--- src/rtl/gpio_csr_pkg.sv ---
// Shared types and CSR address decode for the GPIO CSR bank.
package gpio_csr_pkg;

  typedef enum logic [1:0] {
    OP_READ = 2'd0,
    OP_RW   = 2'd1,
    OP_RS   = 2'd2,
    OP_RC   = 2'd3
  } csr_op_e;

  localparam logic [11:0] GPIO_BASE_ADDR = 12'hF00;
  localparam logic [11:0] GPIO_CHG_ADDR  = 12'hFC0;

  typedef enum logic [1:0] {
    SEL_NONE,
    SEL_IN,
    SEL_OUT,
    SEL_CHG
  } csr_sel_e;

  typedef struct packed {
    csr_sel_e   kind;
    logic [3:0] idx;
  } csr_sel_t;

  // Maps a CSR address to an input channel, output channel, the change-flag register or nothing.
  function automatic csr_sel_t csr_decode(input logic [11:0] addr, input logic [11:0] base,
                                          input logic [11:0] chg, input int n_in, input int n_out);
    csr_sel_t sel;
    int       off;
    sel.kind = SEL_NONE;
    sel.idx  = '0;
    off = int'({20'd0, addr}) - int'({20'd0, base});
    if (addr == chg) begin
      sel.kind = SEL_CHG;
    end else if (off >= 0 && off < n_in) begin
      sel.kind = SEL_IN;
      sel.idx  = 4'(off);
    end else if (off >= n_in && off < n_in + n_out) begin
      sel.kind = SEL_OUT;
      sel.idx  = 4'(off - n_in);
    end
    return sel;
  endfunction

endpackage

--- src/rtl/gpio_sync.sv ---
// W-bit multi-stage input synchroniser with a previous-value register and change detect.
module gpio_sync #(
  parameter int W      = 32,
  parameter int STAGES = 2
) (
  input  logic         clk,
  input  logic         rst_n,
  input  logic [W-1:0] d,
  output logic [W-1:0] q,
  output logic         changed
);

  logic [W-1:0] stg [STAGES];
  logic [W-1:0] prev;

  always_ff @(posedge clk) begin
    if (!rst_n) begin
      for (int k = 0; k < STAGES; k++) stg[k] <= '0;
      prev <= '0;
    end else begin
      stg[0] <= d;
      for (int k = 1; k < STAGES; k++) stg[k] <= stg[k-1];
      prev <= stg[STAGES-1];
    end
  end

  assign q       = stg[STAGES-1];
  assign changed = |(q ^ prev);

endmodule

--- src/rtl/gpio_csr_bank.sv ---
// CSR-mapped GPIO bank: synchronised inputs, set/clear-able outputs and sticky change flags.
module gpio_csr_bank
  import gpio_csr_pkg::*;
#(
  parameter int          N_IN        = 2,
  parameter int          N_OUT       = 2,
  parameter int          W           = 32,
  parameter logic [11:0] BASE_ADDR   = GPIO_BASE_ADDR,
  parameter logic [11:0] CHG_ADDR    = GPIO_CHG_ADDR,
  parameter int          SYNC_STAGES = 2,
  parameter logic [31:0] OUT_RESET   = 32'h0
) (
  input  logic                 clk,
  input  logic                 rst_n,
  input  logic [N_IN*W-1:0]    io_in,
  output logic [N_OUT*W-1:0]   io_out,
  input  logic                 req_valid,
  input  logic [11:0]          req_addr,
  input  logic [1:0]           req_op,
  input  logic [31:0]          req_wdata,
  output logic                 rsp_valid,
  output logic                 rsp_hit,
  output logic [31:0]          rsp_rdata
);

  localparam int BASE_I = int'({20'd0, BASE_ADDR});
  localparam int CHG_I  = int'({20'd0, CHG_ADDR});

  if (N_IN < 1 || N_IN > 16 || N_OUT < 1 || N_OUT > 16 || W < 1 || W > 32 || SYNC_STAGES < 1)
  begin : g_bad_param
    $error("gpio_csr_bank: parameter out of range");
  end

  // Channel window must end at or before CHG_ADDR; this also rejects any overlap.
  if (BASE_I + N_IN + N_OUT > CHG_I) begin : g_bad_map
    $error("gpio_csr_bank: channel window overlaps or passes CHG_ADDR");
  end

  logic [W-1:0]    sync_v [N_IN];
  logic [N_IN-1:0] chg_now;
  logic [N_IN-1:0] flags;
  logic [W-1:0]    out_q  [N_OUT];

  for (genvar i = 0; i < N_IN; i++) begin : g_in
    gpio_sync #(.W(W), .STAGES(SYNC_STAGES)) u_sync (
      .clk     (clk),
      .rst_n   (rst_n),
      .d       (io_in[i*W +: W]),
      .q       (sync_v[i]),
      .changed (chg_now[i])
    );
  end

  for (genvar j = 0; j < N_OUT; j++) begin : g_out
    assign io_out[j*W +: W] = out_q[j];
  end

  csr_sel_t     sel;
  csr_op_e      op;
  logic [W-1:0] wmask;
  logic [W-1:0] out_old;
  logic [W-1:0] out_new;
  logic [31:0]  rd_data;
  logic         hit;
  logic         out_wr;
  logic         chg_clr;

  assign sel     = csr_decode(req_addr, BASE_ADDR, CHG_ADDR, N_IN, N_OUT);
  assign op      = csr_op_e'(req_op);
  assign wmask   = req_wdata[W-1:0];
  assign out_wr  = req_valid && sel.kind == SEL_OUT && op != OP_READ;
  assign chg_clr = req_valid && sel.kind == SEL_CHG;

  always_comb begin
    rd_data = '0;
    hit     = 1'b0;
    out_old = '0;
    for (int j = 0; j < N_OUT; j++) begin
      if (sel.idx == 4'(j)) out_old = out_q[j];
    end
    case (sel.kind)
      SEL_IN: begin
        hit = 1'b1;
        for (int i = 0; i < N_IN; i++) begin
          if (sel.idx == 4'(i)) rd_data = 32'(sync_v[i]);
        end
      end
      SEL_OUT: begin
        hit     = 1'b1;
        rd_data = 32'(out_old);
      end
      SEL_CHG: begin
        hit     = 1'b1;
        rd_data = 32'(flags);
      end
      default: ;
    endcase
  end

  always_comb begin
    out_new = out_old;
    case (op)
      OP_RW:   out_new = wmask;
      OP_RS:   out_new = out_old | wmask;
      OP_RC:   out_new = out_old & ~wmask;
      default: out_new = out_old;
    endcase
  end

  always_ff @(posedge clk) begin
    if (!rst_n) begin
      for (int j = 0; j < N_OUT; j++) out_q[j] <= OUT_RESET[W-1:0];
      flags     <= '0;
      rsp_valid <= 1'b0;
      rsp_hit   <= 1'b0;
      rsp_rdata <= '0;
    end else begin
      for (int j = 0; j < N_OUT; j++) begin
        if (out_wr && sel.idx == 4'(j)) out_q[j] <= out_new;
      end
      // A change seen in the clearing cycle survives the clear.
      flags     <= (chg_clr ? '0 : flags) | chg_now;
      rsp_valid <= req_valid;
      if (req_valid) begin
        rsp_hit   <= hit;
        rsp_rdata <= rd_data;
      end
    end
  end

endmodule

--- config.mk ---
export PLATFORM = sky130hd
export DESIGN_NAME = gpio_csr_bank
export DESIGN_NICKNAME = d
export VERILOG_FILES = /design/src/rtl/gpio_csr_pkg.sv /design/src/rtl/gpio_sync.sv /design/src/rtl/gpio_csr_bank.sv
export SDC_FILE = /design/constraint.sdc
export NUM_CORES = 1
export LEC_CHECK = 0
export ABC_CLOCK_PERIOD_IN_PS = 8180
export BUFFER_PORTS_ARGS = -buffer_cell sky130_fd_sc_hd__buf_4
export CORE_MARGIN = 1.5
export CORE_UTILIZATION = 25
export DETAILED_ROUTE_END_ITERATION = 8
export PLACE_DENSITY = 0.45
export SETUP_SLACK_MARGIN = 0.5
export SLEW_MARGIN = 15
export SYNTH_ARGS = -nofsm -noshare
export SYNTH_HDL_FRONTEND = slang
export SYNTH_SLANG_ARGS = --single-unit
--- constraint.sdc ---
create_clock -name clk -period 8.18 [get_ports clk]
set_input_delay 1.636 -clock clk [delete_from_list [all_inputs] [get_ports clk]]
set_output_delay 1.636 -clock clk [all_outputs]
set_load 0.01 [all_outputs]
==> results of run 1 <==
-- routing by layer --
| metal | routed length (um) | vias to the layer above | GRT usage, % |
|---|---|---|---|
| met3 | 2630 | 46 | 3.21 |
| met4 | 611 | 0 | 4.43 |
| li1 | - | 3792 | - |
| met1 | 17400 | 3694 | 23.1 |
| met2 | 15000 | 341 | 22.2 |
| met5 | 0 | - | 0 |
-- cell usage in the layout (no fill, tap or decap), types with 3 or more instances in the layout --
master     Yosys  layout
nor2_1        35      34
nand3b_1       3       3
ha_1           3       3
clkinv_1       0       6
nand3_1        4       4
a211oi_2       4       4
nor2b_1       35      35
a31oi_1        4       4
a221oi_1      31      31
xor2_1        64      64
buf_4          0     219
a221o_1       32      32
nor4_1        17      17
xnor2_1       32      32
nand4_1        4       4
edfxtp_1      64      64
nand2_1        7       7
dfxtp_1      228     228
a222oi_1      32      32
clkbuf_1      52       7
o21ai_0       33      31
and2_1       194     194
clkinv_2       0       4
a211oi_1      29      29
clkbuf_16      0      36
inv_1          7       7
clkbuf_8       0       3
-- cell type report --
| class | instances | area, um2 | area share, % |
|---|---|---|---|
| inverter | 7 | 26.3 | 0.184 |
| clock buffer | 46 | 968 | 6.79 |
| clock inverter | 16 | 144 | 1.01 |
| sequential | 292 | 6490 | 45.5 |
| tap | 585 | 732 | 5.13 |
| timing repair buffer | 219 | 1640 | 11.5 |
| multi-input combinational | 587 | 4260 | 29.9 |
-- metrics by stage --
stage	util, %	hold slack, ps	instance area (um2)	total power, mW
floorplan	-	412	11000	1.69
global placement	30.4	420	13200	1.81
detailed placement	30.4	418	13200	1.81
CTS	33.0	431	14300	3.34
global route	33.0	442	14300	3.42
finish	33.0	428	14300	3.29
-- cells by family (layout without fill, tap and decap cells) --
family / Yosys count / in the layout
compound gates: 178 / 178
buf+inv: 73 / 288
flops: 292 / 292
fa+ha+maj: 3 / 3
simple gates: 310 / 310
xor+xnor: 96 / 96
-- sequential cells by signal (all words and copies together), names as in the netlist --
register          cells
rsp_hit               1
out_q                64
rsp_valid             1
g_in.u_sync.prev     64
g_in.u_sync.stg     128
flags                 2
rsp_rdata            32
-- report_power, final --
part / internal, mW / switching, mW
clock network: 0.899 / 0.615
registers: 1.52 / 0.0454
logic: 0.104 / 0.104
total: 2.53 / 0.764
-- Yosys cell counts (2+ instances only) --
cell        n
a211oi_1   29
a211oi_2    4
buf_6       3
xor2_1     64
nor4_1     17
buf_2      10
o21a_1      2
a21oi_1     3
a221o_1    32
nand4_1     4
clkbuf_1   52
and2_1    194
nand3b_1    3
nand2_1     7
a221oi_1   31
xnor2_1    32
dfxtp_1   228
nor2b_1    35
ha_1        3
nand3_1     4
nor3b_1     3
a222oi_1   32
edfxtp_1   64
o21ai_0    33
nor2_1     35
inv_1       7
a31oi_1     4
-- worst min-delay path by stage --
stage | end | start | cells after the start
finish | g_in[0].u_sync.stg[0][39] | g_in[0].u_sync.stg[0][7] | 1
global route | g_in[1].u_sync.stg[0][44] | g_in[1].u_sync.stg[0][12] | 1
CTS | g_in[0].u_sync.stg[0][61] | g_in[0].u_sync.stg[0][29] | 1
detailed placement | g_in[0].u_sync.stg[0][61] | g_in[0].u_sync.stg[0][29] | 1
global placement | g_in[1].u_sync.stg[0][60] | g_in[1].u_sync.stg[0][28] | 1
floorplan | g_in[0].u_sync.stg[0][32] | g_in[0].u_sync.stg[0][0] | 1
==> flow_metrics.tcl, run 1 <==
set metrics [dict create \
    crit_required_ps 8500 \
    yosys.area_share.xor_xnor_pct 7.62 \
    crit_path_end "out_q[0][46]" \
    reg2reg_to "flags[1]" \
    first_pass_iters 9 \
    rrSetupSlack_ps 6460 \
    grt_overflow_total 0 \
    muxShareOfSynthArea_pct 0 \
    synthesis.nets 1068 \
    io_buffers 210 \
    fin_ws_ps 3140 \
    setup_viol 0 \
    status "finished, final reports clean" \
    grt_pass1_vias 7767 \
    fmax_ghz 0.198 \
    grt_pass1_wl_um 51800 \
    first_iter_violations 778 \
    die_y_um 213 \
    synth_edf_count 64 \
    fin_crit_ps 5040 \
    cts_buffers 35 \
    die_area_um2 45400 \
    cts_root_buf "clkbuf_16" \
    fin_crit_sh_pct 61.7 \
    post_drt_wl_per_cell_um 20.3 \
    viasPerCell 4.49 \
    synth_adder_area_share_pct 0.340 \
    totalNegativeSetupSlack_ps 0 \
    crit_chain "buf_4, ha_1, nor4b_1, nand2_1, nor4_1, ha_1, a41oi_1, a2111o_1, o21bai_4, o211ai_4, a211oi_1" \
    crit_family "compound AO/OA/AOI/OAI gates" \
    hold_path.class "reg -> reg" \
    syn_avg_cell_area_um2 11.6 \
    synth_area_leader_cell "dfxtp_1" \
    rsz0062_at_grt "false" \
    critPathMaxStageDelay_ps 860 \
    cts_tree "yes" \
    postRouteAntennaNets 0 \
    clkTransAtPathRegs_ps 60 \
    power_density_nw_per_um2 231 \
    critPathMaxFanout 35 \
    finClkSkew_ps 11.6 \
    wl_um 35600 \
    synth_compound_area_share_pct 13.5 \
    vias 7873 \
    grt_max_degree 134 \
    layout-drive-gt1-share_pct 24.3 \
    syn_area_um2 11000 \
    coreArea_um2 43300 \
    antenna_found_initial 0 \
    cp.depth 11 \
    arrival_ps 5370 \
    cp-start-kind "input port" \
    max-vdd-ir-drop_mv 0.104 \
    maxCapViolCount 0 \
    rows 76 \
    cts_resized 0 \
    syn-instance-count 952 \
    diodes 0 \
    die_x_um 213 \
    postSynth.asyncResetShare_pct 0 \
    dp.cells 1690 \
    ios 211 \
    worst_slew_pin_slew_ps 1130 \
    pre_cts_ws_ps 2580 \
    yosys.area_share.simple_pct 16.9 \
    setup.worst_path.end_class "register" \
    fin_nets 1258 \
    final_cells 1752 \
    nFillCells 4408 \
    cpMostUsedCell "ha_1" \
    place_congestion 0.777 \
    final_max_slew_viol_count 0 \
    synth-seq-cells 292 \
    r2r-start "g_in[1].u_sync.stg[0][49]" \
    ff2ff_path_depth 5 \
    synth-seq-area-share_pct 58.8 \
    cp_num_buf_inv 1 \
    cts_setup_buffers 0 \
    slowest_stage "o21bai_4" \
    drc 0 \
    netlist_top_cells_area "dfxtp_1 (41%), edfxtp_1 (17%), and2_1 (11%), xor2_1 (5.1%), a221o_1 (2.9%)" \
    yosysUniqueCellTypes 44 \
    yosys_warnings 0 \
    areaGrowthSynthToFinish_pct 29.3 \
    ctsHtreeMaxLevel 2 \
    postCtsHoldBufs 0 \
    hpwl_um 25100 \
    worstSkewPairLatency_ps 530 \
    startpoint "req_addr[8]" \
    relSlewSlack_pct 24.2 \
    gr-usage-all-layers_pct 15.5 \
    clk_path_buf_depth 3 \
    start_util_pct 25.5 \
    p_leak_nw 5.85 \
    synth_top_family_by_area "simple AND/OR/NAND/NOR gates" \
    final_hold_viol_count 0 \
    cts_sinks 292 \
    ys.flop_type "dfxtp_1" \
    setup.worst_path.class "in -> reg" \
    yosysTopAreaCellShare_pct 41.4 \
]
Power figures use the tool's default switching activity.
==> run 2, diff against run 1 <==
Settings changed: ABC_AREA set to 1, ABC_CLOCK_PERIOD_IN_PS 8180 to 5150.
Clock period 8.18 ns to 5.15 ns, I/O delays scaled along.
==> flow_metrics.tcl, run 2 <==
set metrics [dict create \
    place_congestion 0.811 \
    synth_edf_count 64 \
    start_util_pct 25.3 \
    hold_start "g_in[1].u_sync.stg[0][22]" \
    ios 211 \
    top_regs "g_in.u_sync.stg (128), g_in.u_sync.prev (64), out_q (64)" \
    die_area_um2 49600 \
    antenna_found_initial 0 \
    startpoint "req_addr[8]" \
    totalNegativeSetupSlack_ps 0 \
    post_drt_wl_per_cell_um 16.0 \
    grt_pass1_wl_um 57500 \
    viasPerCell 4.21 \
    postSynth.asyncResetShare_pct 0 \
    die_y_um 223 \
    wl_um 37500 \
    hold_path.class "reg -> reg" \
    critPathMaxFanout 46 \
    die_x_um 223 \
    syn_area_um2 12100 \
    setup_viol 0 \
    fin_util_pct 32.2 \
    max-vdd-ir-drop_mv 0.156 \
    setup.worst_path.end_class "register" \
    syn_avg_cell_area_um2 7.98 \
    yosysTopAreaCellShare_pct 37.8 \
    regMostFlops "g_in.u_sync.stg" \
    status "finished, final reports clean" \
    synth_most_common_cell "nand2_1" \
    arrival_ps 4330 \
    syn-instance-count 1512 \
    fin_nets 1818 \
    crit_required_ps 5620 \
    vias 9859 \
    final_common_cell "nand2_1" \
    netlist_top_cells_area "dfxtp_1 (38%), edfxtp_1 (16%), nand2_1 (16%), inv_1 (8.0%), nand3_1 (3.4%)" \
    areaGrowthSynthToFinish_pct 27.1 \
    largest_reg_flops 128 \
    grt_overflow_total 0 \
    relSlewSlack_pct 31.6 \
    postRouteAntennaNets 0 \
    finClkSkew_ps 14.8 \
    grt_pass1_vias 9699 \
    nFillCells 5128 \
    cts_sinks 292 \
    layout-drive-gt1-share_pct 19.7 \
    rows 80 \
    cts_setup_buffers 0 \
    r2r-start "g_in[1].u_sync.stg[0][37]" \
    cp-start-kind "input port" \
    synth_common_cells "nand2_1 (503), inv_1 (257), dfxtp_1 (228)" \
    diodes 0 \
    worstSkewPairLatency_ps 540 \
    fin_ws_ps 1290 \
    power_density_nw_per_um2 346 \
    synth-seq-area-share_pct 53.7 \
    postCtsHoldBufs 0 \
    worst_slew_pin_slew_ps 1030 \
    pre_cts_ws_ps 738 \
    clk_path_buf_depth 3 \
    mostFrequentLayoutCells "nand2_1 (503), inv_1 (257), dfxtp_1 (228)" \
    cts_buffers 35 \
    coreArea_um2 47600 \
    cts_root_buf "clkbuf_16" \
    cts_resized 0 \
    multi_input_area_um2 4180 \
    regArea_um2 6490 \
    synthesis.nets 1628 \
    gr-usage-all-layers_pct 15.2 \
    first_pass_iters 5 \
    first_iter_violations 708 \
    ctsHtreeMaxLevel 2 \
    fin_crit_ps 3860 \
    synth-seq-cells 292 \
    hold_ws_ps 407 \
    fmax_ghz 0.259 \
    io_buffers 210 \
    yosysUniqueCellTypes 40 \
    final_max_slew_viol_count 0 \
    rsz0062_at_grt "false" \
    grt_max_degree 105 \
    p_leak_nw 8.20 \
    clkTransAtPathRegs_ps 60 \
    yosys_warnings 0 \
    final_hold_viol_count 0 \
    maxCapViolCount 0 \
    hpwl_um 27400 \
    setup.worst_path.class "in -> reg" \
    cts_tree "yes" \
    synth_area_leader_cell "dfxtp_1" \
    ys.flop_type "dfxtp_1" \
    drc 0 \
    fin_crit_sh_pct 74.9 \
]
-- run 2: cell count changes in the layout (fill, tap and decap cells not counted), moves of 32 or more --
cell      before  now
nand2_1        7  503
a221o_1       32    0
a222oi_1      32    0
inv_1          7  257
a21oi_1        2   34
nor2_1        34   68
nand3_1        4   81
xor2_1        64   30
nor2b_1       35    0
and2_1       194    1
-- run 2: worst paths after layout --
check                               to  slack [ps]  depth (start not counted)
max                      rsp_rdata[16]        1290                         21
min          g_in[1].u_sync.stg[0][54]         410                          2
max reg2reg                   flags[1]        3350                          7
min reg2reg  g_in[1].u_sync.stg[0][54]         410                          2
-- run 2: worst max-delay path, stage by stage --
cell	delay [ps]
buf_4	130
ha_1	280
nor2_1	110
nand3_1	90
nor2_1	130
nand2_1	60
nor3_1	150
ha_1	240
o211ai_1	120
o21ai_2	140
inv_2	80
o21ai_4	240
nand2_4	110
clkinv_2	190
buf_4	530
nand2_1	100
nand2_1	180
nand2_1	140
nand2_1	80
nand2_1	40
a21oi_1	130
-- run 2: power breakdown --
group          internal, mW  switching, mW  total (mW)
Combinational         0.158          0.243       0.401
Sequential             2.42         0.0607        2.48
Clock                  1.44          0.981        2.42
-- run 2: kinds of logic after synthesis --
logic type,Yosys count,share of synthesized area (%)
buf+inv,355,11.8
compound gates,116,7.00
xor+xnor,57,4.14
simple gates,689,23.1
flops,292,53.7
fa+ha+maj,3,0.311
-- run 2: through the flow --
stage / total power [mW] / std cells / instance area [um2]
floorplan: 2.73 / 1512 / 12100
global placement: 2.94 / 2280 / 14200
detailed placement: 2.94 / 2280 / 14200
CTS: 5.39 / 2342 / 15300
global route: 5.54 / 2342 / 15300
finish: 5.30 / 2342 / 15300
-- run 2: routing by layer --
layer	track usage, %	share of wire (%)	vias to the layer above
met5	0	0	-
met4	6.01	3.2	0
met3	3.08	6.0	62
met2	23.9	44	318
met1	20.3	46	4504
li1	-	-	4975
-- run 2: layout make-up --
class,instances,area share [%]
clock buffer,54,6.98
clock inverter,8,0.408
inverter,282,6.91
multi-input combinational,865,27.2
sequential,292,42.3
tap,615,5.02
timing repair buffer,226,11.2
==> run 3, diff against run 2 <==
Settings changed: ABC_AREA 1 to 0, ABC_CLOCK_PERIOD_IN_PS 5150 to 3800.
Clock period 5.15 ns to 3.8 ns, I/O delays scaled along.
==> flow_metrics.tcl, run 3 (synthesis gave the netlist of run 1 again) <==
set metrics [dict create \
    largest_reg_flops 128 \
    cp-start-kind "input port" \
    rsz0062_at_grt "false" \
    final_common_cell "dfxtp_1" \
    critPathMaxFanout 13 \
    ctsHtreeMaxLevel 2 \
    final_cells 1763 \
    start_util_pct 25.5 \
    arrival_ps 3380 \
    pre_cts_ws_ps 44.0 \
    layout-drive-gt1-share_pct 26.9 \
    coreArea_um2 43300 \
    hpwl_um 25400 \
    viasPerCell 4.47 \
    relSlewSlack_pct 51.1 \
    regMostFlops "g_in.u_sync.stg" \
    postRouteAntennaNets 0 \
    rrSetupSlack_ps 1970 \
    cpMostUsedCell "buf_4" \
    cts_root_buf "clkbuf_16" \
    crit_required_ps 4040 \
    p_leak_nw 5.99 \
    wl_met3_um 2510 \
    post_drt_wl_per_cell_um 20.0 \
    crit_family "compound AO/OA/AOI/OAI gates" \
    die_area_um2 45400 \
    max-vdd-ir-drop_mv 0.237 \
    place_congestion 0.815 \
    setup.worst_path.end_class "register" \
    totalNegativeSetupSlack_ps 0 \
    totalPowerFinal_mw 7.26 \
    io_buffers 210 \
    fin_crit_sh_pct 82.6 \
    rows 76 \
    cp_num_buf_inv 2 \
    cts_buffers 35 \
    maxCapViolCount 0 \
    cp.depth 12 \
    fmax_ghz 0.319 \
    cts_tree "yes" \
    mostFrequentLayoutCells "dfxtp_1 (228), buf_4 (221), and2_1 (194)" \
    drc 0 \
    setup.worst_path.class "in -> reg" \
    dp.cells 1701 \
    final_hold_viol_count 0 \
    gr-usage-all-layers_pct 15.3 \
    die_y_um 213 \
    clkTransAtPathRegs_ps 60 \
    fin_crit_ps 3140 \
    grt_overflow_total 0 \
    top_layer_used "met4" \
    min_path_cells 1 \
    grt_pass1_vias 7925 \
    status "finished, final reports clean" \
    grt_max_degree 108 \
    wl_um 35300 \
    fin_nets 1271 \
    first_pass_iters 6 \
    diodes 0 \
    clk_path_buf_depth 3 \
    slowest_stage "a222oi_1" \
    top_regs "g_in.u_sync.stg (128), g_in.u_sync.prev (64), out_q (64)" \
    crit_chain "buf_4, ha_4, nor4b_4, nand2_1, nor4_2, ha_2, a41oi_2, a2111o_1, o21bai_4, buf_4, a222oi_1, a211oi_2" \
    setup_viol 0 \
    finClkSkew_ps 9.13 \
    met1Wirelength_um 17400 \
    fin_ws_ps 661 \
    power_density_nw_per_um2 496 \
    final_max_slew_viol_count 0 \
    ff2ff_path_depth 5 \
    wl_met2_um 14700 \
    cts_sinks 292 \
    critPathMaxStageDelay_ps 410 \
    areaGrowthSynthToFinish_pct 32.8 \
    first_iter_violations 657 \
    worst_slew_pin_slew_ps 727 \
    grt_pass1_wl_um 51400 \
    antenna_found_initial 0 \
    die_x_um 213 \
    vias 7877 \
    hold_path.class "reg -> reg" \
    postCtsHoldBufs 0 \
    worstSkewPairLatency_ps 520 \
    ios 211 \
]
-- run 3: cell types whose count changed in the layout (fill, tap and decap cells not counted), moves of 22 or more --
cell	change
a211oi_1	+23
a221oi_1	+31
inv_1	-251
a21oi_1	-32
and2_1	+193
nor2b_1	+35
a221o_1	+32
a222oi_1	+32
nand2_1	-498
nor2_1	-34
nand3_1	-77
xor2_1	+34
inv_2	-22
-- run 3: final cells by class --
cell class | instances | area, um2
fillers | 4345 | 28600
flip-flops and latches | 292 | 6490
multi-input cells | 587 | 4370
repair buffers | 232 | 1860
clock buffers | 47 | 1000
well taps | 585 | 732
clock inverters | 13 | 173
inverters | 7 | 28.8
-- run 3: worst paths after layout --
check                                               start                        end
worst max-delay path                          req_addr[8]               out_q[0][33]
worst min-delay path             g_in[1].u_sync.stg[0][8]  g_in[1].u_sync.stg[0][40]
worst max register to register  g_in[0].u_sync.stg[0][42]                   flags[0]
worst min register to register   g_in[1].u_sync.stg[0][8]  g_in[1].u_sync.stg[0][40]
-- run 3: what timing repair did --
action / in CTS / in global routing
setup endpoints to repair: 0 / 46
gates resized for setup: 0 / 9
buffers inserted: 0 / 2
-- run 3: metrics by stage --
step           utilization, %  instance area [um2]  hold slack (ps)
3_5_place_dp             31.0                13400              417
2_1_floorplan               -                11100              412
5_1_grt                  33.9                14700              424
3_3_place_gp             31.0                13400              418
6_report                 33.9                14700              429
4_1_cts                  33.7                14600              409
-- run 3: where the power goes --
group	internal [mW]	switching [mW]
Clock	2.07	1.35
Combinational	0.239	0.232
Sequential	3.28	0.0979
-- run 3: routing by layer --
layer  vias up  GRT usage, %
li1       3808             -
met1      3701          23.3
met2       323          21.7
met3        45          2.91
met4         0          4.38
met5         -             0
